==> src/rtl/alu_pkg.sv <==
// Shared types and defaults for the ALU op-cell feeder.
package alu_pkg;

    typedef enum logic [1:0] {
        ST_IDLE,
        ST_FEED,
        ST_DRAIN,
        ST_OUT
    } feed_state_t;

    localparam int ALU_WIDTH   = 32;
    localparam int ALU_COUNT_W = 4;

endpackage

==> src/rtl/alu_op_feeder.sv <==
// Streams a counted burst of operands into one ALU op cell, pulls its result and holds it for downstream.
// Optional DRAIN watchdog enabled by defining ALU_FEED_TIMEOUT_EN.
module alu_op_feeder
    import alu_pkg::*;
#(
    parameter int WIDTH   = ALU_WIDTH,
    parameter int COUNT_W = ALU_COUNT_W,
    parameter int TIMEOUT = 16
) (
    input  logic               i_clk,
    input  logic               i_rst,
    input  logic               i_cmd_valid,
    output logic               o_cmd_ready,
    input  logic [COUNT_W-1:0] i_cmd_count,
    input  logic               i_operand_valid,
    output logic               o_operand_ready,
    input  logic [WIDTH-1:0]   i_operand,
    output logic               o_data_valid,
    output logic [WIDTH-1:0]   o_data,
    input  logic               i_result_valid,
    input  logic [WIDTH-1:0]   i_result,
    output logic               o_result_ready,
    output logic               o_out_valid,
    output logic [WIDTH-1:0]   o_out,
    output logic               o_out_err,
    input  logic               i_out_ready
);

    feed_state_t        state_q, state_d;
    logic [COUNT_W-1:0] remaining_q;
    logic [WIDTH-1:0]   out_q;
    logic               tmo_hit;

`ifdef ALU_FEED_TIMEOUT_EN
    localparam int TMO_W = $clog2(TIMEOUT + 1);
    localparam logic [TMO_W-1:0] TMO_LAST = TMO_W'(TIMEOUT - 1);

    logic [TMO_W-1:0] tmo_cnt_q;
    logic             err_q;

    // Fires on the DRAIN cycle whose missing handshake would bring the count to TIMEOUT.
    assign tmo_hit = (state_q == ST_DRAIN) && !i_result_valid && (tmo_cnt_q == TMO_LAST);

    always_ff @(posedge i_clk) begin
        if (i_rst || state_q != ST_DRAIN) begin
            tmo_cnt_q <= '0;
        end else if (!i_result_valid) begin
            tmo_cnt_q <= tmo_cnt_q + 1'b1;
        end
    end

    always_ff @(posedge i_clk) begin
        if (i_rst) begin
            err_q <= 1'b0;
        end else if (state_q == ST_IDLE && i_cmd_valid) begin
            err_q <= 1'b0;
        end else if (state_q == ST_DRAIN) begin
            if (i_result_valid) begin
                err_q <= 1'b0;
            end else if (tmo_hit) begin
                err_q <= 1'b1;
            end
        end
    end

    assign o_out_err = err_q;
`else
    assign tmo_hit   = 1'b0;
    assign o_out_err = 1'b0;
`endif

    always_comb begin
        state_d         = state_q;
        o_cmd_ready     = 1'b0;
        o_operand_ready = 1'b0;
        o_data_valid    = 1'b0;
        o_data          = '0;
        o_result_ready  = 1'b0;
        o_out_valid     = 1'b0;
        case (state_q)
            ST_IDLE: begin
                o_cmd_ready = 1'b1;
                if (i_cmd_valid) begin
                    state_d = (i_cmd_count != '0) ? ST_FEED : ST_OUT;
                end
            end
            ST_FEED: begin
                // The cell cannot stall, so every accepted operand is written straight through.
                o_operand_ready = 1'b1;
                o_data_valid    = i_operand_valid;
                o_data          = i_operand;
                if (i_operand_valid && remaining_q == COUNT_W'(1)) begin
                    state_d = ST_DRAIN;
                end
            end
            ST_DRAIN: begin
                o_result_ready = 1'b1;
                if (i_result_valid || tmo_hit) begin
                    state_d = ST_OUT;
                end
            end
            ST_OUT: begin
                o_out_valid = 1'b1;
                if (i_out_ready) begin
                    state_d = ST_IDLE;
                end
            end
            default: state_d = ST_IDLE;
        endcase
    end

    always_ff @(posedge i_clk) begin
        if (i_rst) begin
            state_q     <= ST_IDLE;
            remaining_q <= '0;
            out_q       <= '0;
        end else begin
            state_q <= state_d;
            case (state_q)
                ST_IDLE: begin
                    if (i_cmd_valid) begin
                        remaining_q <= i_cmd_count;
                        if (i_cmd_count == '0) begin
                            out_q <= '0;
                        end
                    end
                end
                ST_FEED: begin
                    if (i_operand_valid) begin
                        remaining_q <= remaining_q - 1'b1;
                    end
                end
                ST_DRAIN: begin
                    if (i_result_valid) begin
                        out_q <= i_result;
                    end else if (tmo_hit) begin
                        out_q <= '0;
                    end
                end
                default: ;
            endcase
        end
    end

    assign o_out = out_q;

endmodule

==> config.mk <==
export PLATFORM = sky130hd
export DESIGN_NAME = alu_op_feeder
export DESIGN_NICKNAME = d
export VERILOG_FILES = /design/src/rtl/alu_pkg.sv /design/src/rtl/alu_op_feeder.sv
export SDC_FILE = /design/constraint.sdc
export NUM_CORES = 1
export LEC_CHECK = 0
export ABC_AREA = 1
export CAP_MARGIN = 40
export CORE_MARGIN = 2
export CORE_UTILIZATION = 33
export CTS_CLUSTER_DIAMETER = 60
export DETAILED_ROUTE_END_ITERATION = 8
export PLACE_DENSITY = 0.77
export SYNTH_ARGS = -nofsm -noshare
export SYNTH_HDL_FRONTEND = slang
export SYNTH_SLANG_ARGS = --single-unit
==> constraint.sdc <==
create_clock -name i_clk -period 1.4 [get_ports i_clk]
set_input_delay 0.21 -clock i_clk [delete_from_list [all_inputs] [get_ports i_clk]]
set_output_delay 0.21 -clock i_clk [all_outputs]
set_load 0.01 [all_outputs]
# ---- After elaboration in Yosys (flattened, before gate mapping)
# Index checks and enable logic that the tools add are counted.
dict set report word_totals {
  ff_bits 38
  input_bits 74
  out_inout_bits 70
  word_cells 42
}
dict set report classes {
  n_addsub 1
  n_eq_ne 10
  n_mux 19
  n_reduce_logical 9
}
# op count
set op_table {}
lappend op_table {{two-way mux 32 bit} 4}
lappend op_table {{case mux 32 bit (2 select lines)} 1}
lappend op_table {{!= test 2 bit (second input constant)} 6}
lappend op_table {{two-way mux 2 bit} 5}
lappend op_table {{two-way mux 4 bit} 2}
lappend op_table {{case mux 2 bit (4 select lines)} 1}
lappend op_table {{case mux 4 bit (2 select lines)} 1}
lappend op_table {{AND reduction 4 bit} 2}
lappend op_table {{two-way mux 1 bit} 5}
lappend op_table {{== test 2 bit (second input constant)} 2}
lappend op_table {{== test 4 x 1 -> 1 bit (second input constant)} 1}
lappend op_table {{zero test 4 bit} 1}
lappend op_table {{nonzero test 2 bit} 2}
lappend op_table {{nonzero test 4 bit} 1}
lappend op_table {{subtractor 4 x 1 -> 4 bit (second input constant)} 1}
lappend op_table {{AND reduction 3 bit} 1}
lappend op_table {{== test 2 x 1 -> 1 bit (second input constant)} 1}
lappend op_table {{zero test 2 bit} 1}
lappend op_table {{logical AND 1 bit} 1}

# ---- Depth between registers and ports, before layout
# Gate-level depths: netlist of run 1.
dict set report logic_depth {
  depth_word 4
  depth_mapped 11
  mapped_depth_nobuf 10
}

# ---- Worst setup path after synthesis of run 1
# OpenSTA, ideal clock, no wires.
dict set report synth_path {
  kind {reg-to-reg}
  from {reg state_q[0]}
  to {reg out_q[10] (netlist: o_out[10])}
  t_arrival_ns 1.380
  t_required_ns 1.285
  slack_ns -0.095
  stages_incl_launch_ff 12
  n_path_buf 3
  synth_period_minus_slack_ns 1.495
  path_cell_list {dfxtp_1 > inv_1 > ha_1 > buf_6 > nand2_1 > nand2_1 > inv_2 > buf_6 > buf_6 > nand3_1 > nand2_1 > nor2_1}
}
dict set report synth_via {
  elab_chain_cells 3
  elab_cells_between_ends 8
}
# element line
set synth_rtl {}
lappend synth_rtl {{start: declaration} alu_op_feeder.sv:29} ;# feed_state_t state_q, state_d;
lappend synth_rtl {{start signal: assignment} alu_op_feeder.sv:118} ;# state_q <= state_d;
lappend synth_rtl {{== test 2 bit / zero test 2 bit (equally long branches)} alu_op_feeder.sv:119} ;# case (state_q)
lappend synth_rtl {{!= test 2 bit (no source line) / nonzero test 2 bit (equally long branches)} --}
lappend synth_rtl {{AND reduction 4 bit (no source line)} --}
lappend synth_rtl {{end signal: assignment} alu_op_feeder.sv:135} ;# out_q <= i_result;
lappend synth_rtl {{end: declaration} alu_op_feeder.sv:31} ;# logic [WIDTH-1:0] out_q;
# Parallel ways exist; a longest one is shown, timed or not.
# A chain may end at the register's enable or synchronous reset.

# ---- Worst setup path after layout of run 1
dict set report layout_path {
  from {reg state_q[0]}
  to {reg out_q[9] (netlist: o_out[9])}
}
# The elaborated chain is that of the path after synthesis.

==> results of run 1 <==
power groups by stage:
| stage | Combinational [uW] | Sequential, uW | Clock (uW) |
|---|---|---|---|
| global route | 4390 | 1540 | 1210 |
| global placement | 3250 | 1510 | 0 |
| detailed placement | 3320 | 1510 | 0 |
| finish | 4020 | 1510 | 1140 |
| floorplan | 1760 | 1600 | 0 |
| CTS | 3690 | 1510 | 1180 |
layer usage:
metal | routed length, um | vias to the layer above | track usage
li1 | - | 1423 | -
met1 | 3140 | 1225 | 0.230
met2 | 3800 | 98 | 0.333
met3 | 538 | 12 | 0.0457
met4 | 117 | 0 | 0.0540
met5 | 0 | - | 0
critical path, cell delays in order, from the launching register on:
cell and delay (ps):
dfxtp_2 350, buf_6 130, inv_6 60, ha_4 190, inv_2 50, nand2_2 70
nand2_4 60, bufbuf_16 280, a21oi_1 140, nor2_1 70
area by class of cell:
type | count | area (um2)
multi-input combinational | 253 | 1300
clock inverter | 3 | 68.8
tap | 80 | 100
timing repair buffer | 170 | 1760
sequential | 38 | 763
fill | 577 | 2360
inverter | 64 | 260
clock buffer | 5 | 68.8
cell usage after synthesis, drive strengths merged:
cell	n
o21ai	6
nor2	53
nand3	28
clkbuf	5
inv	64
ha	6
a21oi	28
buf	18
conb	1
dfxtp	38
nand2	131
registers in the layout, summed over array words and instances (netlist names):
register,flops
o_out,32
remaining_q,4
state_q,2
kinds of logic after synthesis:
| logic type | count (synthesis) | synth area share |
|---|---|---|
| flops | 38 | 0.338 |
| compound gates | 34 | 0.0756 |
| fa+ha+maj | 6 | 0.0334 |
| simple gates | 212 | 0.372 |
| buf+inv | 87 | 0.180 |
| other cells | 1 | 0.00167 |
stage by stage:
stage,setup WS (ps),power [uW],utilization,area (um2)
after detailed placement,-237,4830,0.574,3830
after global routing,-193,7140,0.646,4320
after global placement,-193,4760,0.574,3830
after floorplan,-34.6,3350,-,2290
final,-130,6670,0.646,4320
after CTS,-113,6380,0.613,4090
what timing repair did:
action                                  CTS  global route
gates cloned                              3             2
setup buffers                             5             2
endpoints found under the setup margin   86            86
pin swaps                                 5             7
resized for setup                       224            53
hold endpoints to repair                  0             0
how the worst max path moves through the flow:
stage	from	to	slack [ps]
3_5_place_dp	state_q[1]$_SDFFE_PP0P_	o_data_valid	-240
5_1_grt	state_q[0]$_SDFFE_PP0P_	o_out[9]$_SDFFE_PP0P_	-190
2_1_floorplan	state_q[1]$_SDFFE_PP0P_	o_data[0]	-30
6_report	state_q[0]$_SDFFE_PP0P_	o_out[9]$_SDFFE_PP0P_	-130
3_3_place_gp	state_q[1]$_SDFFE_PP0P_	o_data_valid	-190
4_1_cts	state_q[1]$_SDFFE_PP0P_	o_out[14]$_SDFFE_PP0P_	-110
==> reports/qor.csv, run 1 <==
stage,metric,value,unit
run_status,status,finished with violations,
run_status,failing checks,negative setup slack,
pwr,share of power burned in registers,0.226,
min_path,WHS Endpoint,o_out[3]$_SDFFE_PP0P_,
die,Die Y,86.6,um
sta,Setup-failing EPs final,71,
layout,"commonest non-fill, non-tap cell in the layout",nand2_1,
logic_synthesis,Yosys top cell by area,dfxtp_1,
sta,final worst slack,-130,ps
grt,initial antenna violation count,0,
sta,Final Skew,4.19,ps
sta,Hold Slack,483,ps
clock_tree,CTS root buffer,clkbuf_8,
layout,diode count,0,
worst_setup_path,r2r startpoint,state_q[0]$_SDFFE_PP0P_,
layout,final net count,612,
routing,via/cell ratio,4.50,
pwr,Internal,4040,uW
worst_setup_path,R2R Setup Slk,-130,ps
logic_synthesis,register bit total from synthesis,38,
layout,share of cells above drive strength 1,0.240,
sta,RSZ-0062 raised after global routing,yes,
sta,Peak Freq,0.654,GHz
grt,pin count of the biggest net entering global routing,21,
routing,drt wl/cell,12.4,um
pwr,leakage,0.00251,uW
die,full die area,7490,um2
die,DIE WIDTH,86.6,um
grt,first-pass GRT wire length,11500,um
pwr,Cell Pwr Density,1540,nW/um2
pwr,switching component of the power,2630,uW
routing,routed wire length,7600,um
clock_tree,Clock Tree Buf Depth,2,
logic_synthesis,sequential fraction of the synthesis area,0.338,
clock_tree,clock-pin slew on the worst setup and hold paths,80,ps
pwr,Max VDD drop,695,uV
logic_synthesis,Avg Inst Size Synth,5.95,um2
worst_setup_path,Critical R2R Capture,o_out[9]$_SDFFE_PP0P_,
die,Initial Utilization,0.337,
place,Detail Placement HPWL,5180,um
routing,vias,2758,
min_path,Hold Crit Class,flop to flop,
clock_tree,CTS Buf Count,5,
worst_setup_path,CP Data Required Time,1580,ps
logic_synthesis,Synth area leaders,"dfxtp_1, nand2_1, inv_1, nor2_1, a21oi_1",
worst_setup_path,Crit Path Max Fanout,15,
clock_tree,CTS sink cnt,38,
routing,drt first pass iters,4,
sta,final hold violations,0,
sta,setup TNS,-5040,ps
routing,DRC Markers,0,
pwr,Switching Fraction,0.394,
logic_synthesis,top cell type's share of synthesized area,0.338,
die,Ports,144,
clock_tree,CTS tree,built,
die,row count,30,
layout,most frequent cells in the layout,"nand2_1, clkdlybuf4s50_1, inv_1, nor2_1, dfxtp_1",
worst_setup_path,Worst Setup End Kind,flop,
logic_synthesis,Synth Warn #,0,
layout,Finished Layout Cells,613,
logic_synthesis,post-synth cell types,16,
layout,Layout Area Growth over Synthesis,92.0,%
die,core area,6680,um2
place,port bufs,142,
min_path,Worst Hold Launch,o_out[3]$_SDFFE_PP0P_,
sta,period utilization,1.09,
place,Placed Cells,595,
sta,Period minus WS final,1530,ps
clock_tree,Hold Buf Count CTS,0,
pwr,combinational share of power,0.602,
routing,DR iter-0 viols,94,
worst_setup_path,CP Class,flop to flop,
pwr,Clk pwr share,0.171,
grt,vias in the first global route,2426,
worst_setup_path,Critical Path AT,1710,ps
logic_synthesis,Syn Inst Count,378,
job,max-cap viol count,0,
routing,post-route ant nets,0,
sta,final slew viol count,0,
grt,gr usage total,0.190,
clock_tree,H-tree levels,2,
worst_setup_path,Worst setup SP type,flop,
grt,grt ovf,0,
logic_synthesis,synthesized area,2250,um2
worst_setup_path,worst r2r path cells,9,
logic_synthesis,syn_nets,458,
place,routability cong.,0.808,
min_path,worst hold stages,2,
clock_tree,Skew-Pair Late Insertion Delay,290,ps
Power figures use the tool's default switching activity.
==> inputs of run 2 (changes only) <==
--- a/config.mk
+++ b/config.mk
@@ -12,6 +12,7 @@
 export CTS_CLUSTER_DIAMETER = 60
 export DETAILED_ROUTE_END_ITERATION = 8
 export PLACE_DENSITY = 0.77
+export SLEW_MARGIN = 20
 export SYNTH_ARGS = -nofsm -noshare
 export SYNTH_HDL_FRONTEND = slang
 export SYNTH_SLANG_ARGS = --single-unit
==> results of run 2 <==
No change in the layout: final DEF, timing and power equal those of run 1.
==> inputs of run 3 (changes only) <==
--- a/config.mk
+++ b/config.mk
@@ -8,10 +8,11 @@
 export ABC_AREA = 1
 export CAP_MARGIN = 40
 export CORE_MARGIN = 2
-export CORE_UTILIZATION = 33
+export CORE_UTILIZATION = 38
+export CTS_BUF_LIST = sky130_fd_sc_hd__clkbuf_2
 export CTS_CLUSTER_DIAMETER = 60
 export DETAILED_ROUTE_END_ITERATION = 8
-export PLACE_DENSITY = 0.77
+export PLACE_DENSITY = 0.83
 export SLEW_MARGIN = 20
 export SYNTH_ARGS = -nofsm -noshare
 export SYNTH_HDL_FRONTEND = slang
==> constraint.sdc (replaced) <==
create_clock -name i_clk -period 1.5 [get_ports i_clk]
set_input_delay 0.225 -clock i_clk [delete_from_list [all_inputs] [get_ports i_clk]]
set_output_delay 0.225 -clock i_clk [all_outputs]
set_load 0.01 [all_outputs]
==> run 3 against run 2 <==
  * The flow still finishes with violations (negative setup slack)
  * Combinational power up 20%
  * Core utilization up 19 points
  * Wire length up 24%
  * Worst hold slack worse by 130 ps
  * Die area down 13%
  * Critical path depth down 2
  * Clock power down 27%
  * Global-route usage up 1.9 points
  * Power up 6.9%
  * Sequential cell count unchanged
  * Non-clock buffer count up 18
  * Critical path type is now flop to output pin
  * Largest cell class unchanged
  * Largest power group unchanged
==> reports/qor.csv, run 3 (synthesized netlist as in run 1, its figures left out) <==
stage,metric,value,unit,change
run_status,status,finished with violations,,
run_status,failing checks,negative setup slack,,
worst_setup_path,crit-path max cell delay,380,ps,+30 ps
layout,most frequent cells in the layout,"nand2_1, clkdlybuf4s50_1, nor2_1, inv_1, dlygate4sd2_1",,
worst_setup_path,cell family with most CP delay,buffers and inverters,,
worst_setup_path,CP Class,flop to output pin,,
worst_setup_path,Worst path slowest cell,dfxtp_2,,
layout,Final Instance Area,4840,um2,+12%
clock_tree,CTS Buf Count,5,,unchanged
routing,vias,2974,,+7.8%
worst_setup_path,cell count along the critical path,7,,-2
clock_tree,CTS tree,built,,
layout,max FFs per register,32,,unchanged
min_path,worst hold stages,2,,unchanged
place,Detail Placement HPWL,4970,um,-3.9%
worst_setup_path,Worst Setup End Kind,output pin,,
sta,Final Skew,32.1,ps,+27.9 ps
clock_tree,CTS root buffer,clkbuf_2,,
layout,share of cells above drive strength 1,0.434,,+0.194
clock_tree,clock-pin slew on the worst setup and hold paths,240,ps,+160 ps
routing,DRC Markers,0,,unchanged
clock_tree,H-tree levels,2,,unchanged
grt,first-pass GRT wire length,10900,um,-5.1%
worst_setup_path,Crit Path Max Fanout,8,,-7
worst_setup_path,Worst setup SP type,flop,,
clock_tree,Hold Buf Count CTS,0,,unchanged
sta,Period minus WS final,1720,ps,
worst_setup_path,Critical Path AT,1490,ps,-220 ps
grt,gr usage total,0.208,,+0.0188
pwr,Cell Pwr Density,1470,nW/um2,-4.6%
worst_setup_path,"Buf+Inv Stages, Crit Path",5,,+1
layout,diode count,0,,unchanged
worst_setup_path,worst r2r path cells,9,,unchanged
die,Ports,144,,unchanged
sta,RSZ-0062 raised after global routing,yes,,
pwr,total power,7130,uW,+6.9%
die,core area,5820,um2,-13%
routing,post-route ant nets,0,,unchanged
job,max-cap viol count,0,,unchanged
routing,drt first pass iters,4,,unchanged
grt,initial antenna violation count,0,,unchanged
place,port bufs,142,,unchanged
layout,final net count,634,,+3.6%
pwr,Max VDD drop,781,uV,+12%
grt,vias in the first global route,2423,,-0.12%
die,Initial Utilization,0.387,,+0.0501
place,routability cong.,0.847,,+4.9%
die,DIE WIDTH,80.9,um,-6.5%
worst_setup_path,sequence of cells on the critical path,"inv_2, ha_4, buf_6, buf_16, nand2_1, inv_1, buf_2",,
grt,grt ovf,0,,unchanged
routing,via/cell ratio,4.72,,+4.9%
sta,final worst slack,-218,ps,-88.0 ps
sta,final slew viol count,0,,unchanged
place,placed inst area,3810,um2,-0.55%
clock_tree,Skew-Pair Late Insertion Delay,420,ps,+130 ps
pwr,leakage,0.00251,uW,about the same
clock_tree,CTS sink cnt,38,,unchanged
sta,Setup-failing EPs final,65,,-8.5%
routing,DR iter-0 viols,172,,+83%
layout,Util after Layout,0.832,,+0.186
worst_setup_path,CP Data Required Time,1270,ps,-310 ps
clock_tree,Clock Tree Buf Depth,2,,unchanged
die,Die Y,80.9,um,-6.5%
min_path,Hold Crit Class,input port to flop,,
sta,period utilization,1.15,,
layout,fill cell count,369,,-36%
layout,Layout Area Growth over Synthesis,115,%,
die,row count,28,,-6.7%
sta,final hold violations,0,,unchanged
layout,"commonest non-fill, non-tap cell in the layout",nand2_1,,
die,full die area,6550,um2,-13%
sta,Peak Freq,0.582,GHz,
routing,routed wire length,9460,um,+24%
routing,drt wl/cell,15.0,um,+21%
grt,pin count of the biggest net entering global routing,25,,+19%
==> run 3: changes by cell type in the layout (fill, tap and decap cells not counted), moves of 13 or more <==
cell           before  now
dfxtp_1            36   12
nand3_1            27    4
dlygate4sd2_1      19   32
nand3_2             0   22
nand2_1           115   93
nand2_2             5   29
a21oi_1            18    5
dfxtp_2             2   25
==> run 3: final timing paths <==
path / end / slack, ps / startpoint
worst max-delay path: o_data[19] / -220 / state_q[1]$_SDFFE_PP0P_
worst min-delay path: remaining_q[3]$_SDFFE_PP0P_ / 350 / i_rst
worst max register to register: o_out[15]$_SDFFE_PP0P_ / -70 / state_q[0]$_SDFFE_PP0P_
worst min register to register: o_out[19]$_SDFFE_PP0P_ / 480 / o_out[19]$_SDFFE_PP0P_
==> run 3: cell type report <==
cell class,count,area (um2),share of cell area
tap,75,93.8,0.0194
multi-input combinational,256,1620,0.334
sequential,38,796,0.164
clock inverter,3,68.8,0.0142
timing repair buffer,188,1960,0.406
clock buffer,5,25.0,0.00517
timing repair inverter,1,11.3,0.00233
inverter,64,263,0.0543
==> run 3: routing by layer <==
metal  vias to the layer above  global-route usage  routed length (um)
li1                       1480                   -                   -
met1                      1328               0.244                3550
met2                       151               0.369                4930
met3                        15              0.0544                 840
met4                         0              0.0695                 135
met5                         -                   0                   0
==> run 3: worst register-to-register path, cell delays in order, from the launching register on <==
cell and delay (ps):
dfxtp_4 400, buf_6 130, inv_6 60, ha_4 220
nand3_4 170, nand2_8 160, clkbuf_16 170, nand3_2 80
nand2_1 80, nor2_1 50
==> run 3: stage by stage <==
| stage | setup TNS [ps] | hold WS, ps | std cells | setup WS, ps |
|---|---|---|---|---|
| 6_report | -5990 | 350 | 630 | -218 |
| 5_1_grt | -10940 | 306 | 630 | -299 |
| 4_1_cts | -5330 | 372 | 610 | -195 |
| 3_5_place_dp | -8160 | 468 | 592 | -157 |
| 3_3_place_gp | -6580 | 464 | 592 | -142 |
| 2_1_floorplan | 0 | 294 | 378 | 4.79 |
==> run 3: what timing repair did <==
item,4_1_cts,5_1_grt
setup buffers,7,11
gates cloned,4,14
gates resized for setup,253,140
endpoints found under the hold margin,0,0
endpoints found under the setup margin,106,75
pin swaps,4,43
==> run 3: report_power, final <==
part	leakage, uW	switching, uW	total (uW)	internal (uW)
logic	0.00214	2460	4840	2370
registers	0.000322	175	1460	1290
clock network	0.0000532	375	827	452
total	0.00251	3010	7130	4110
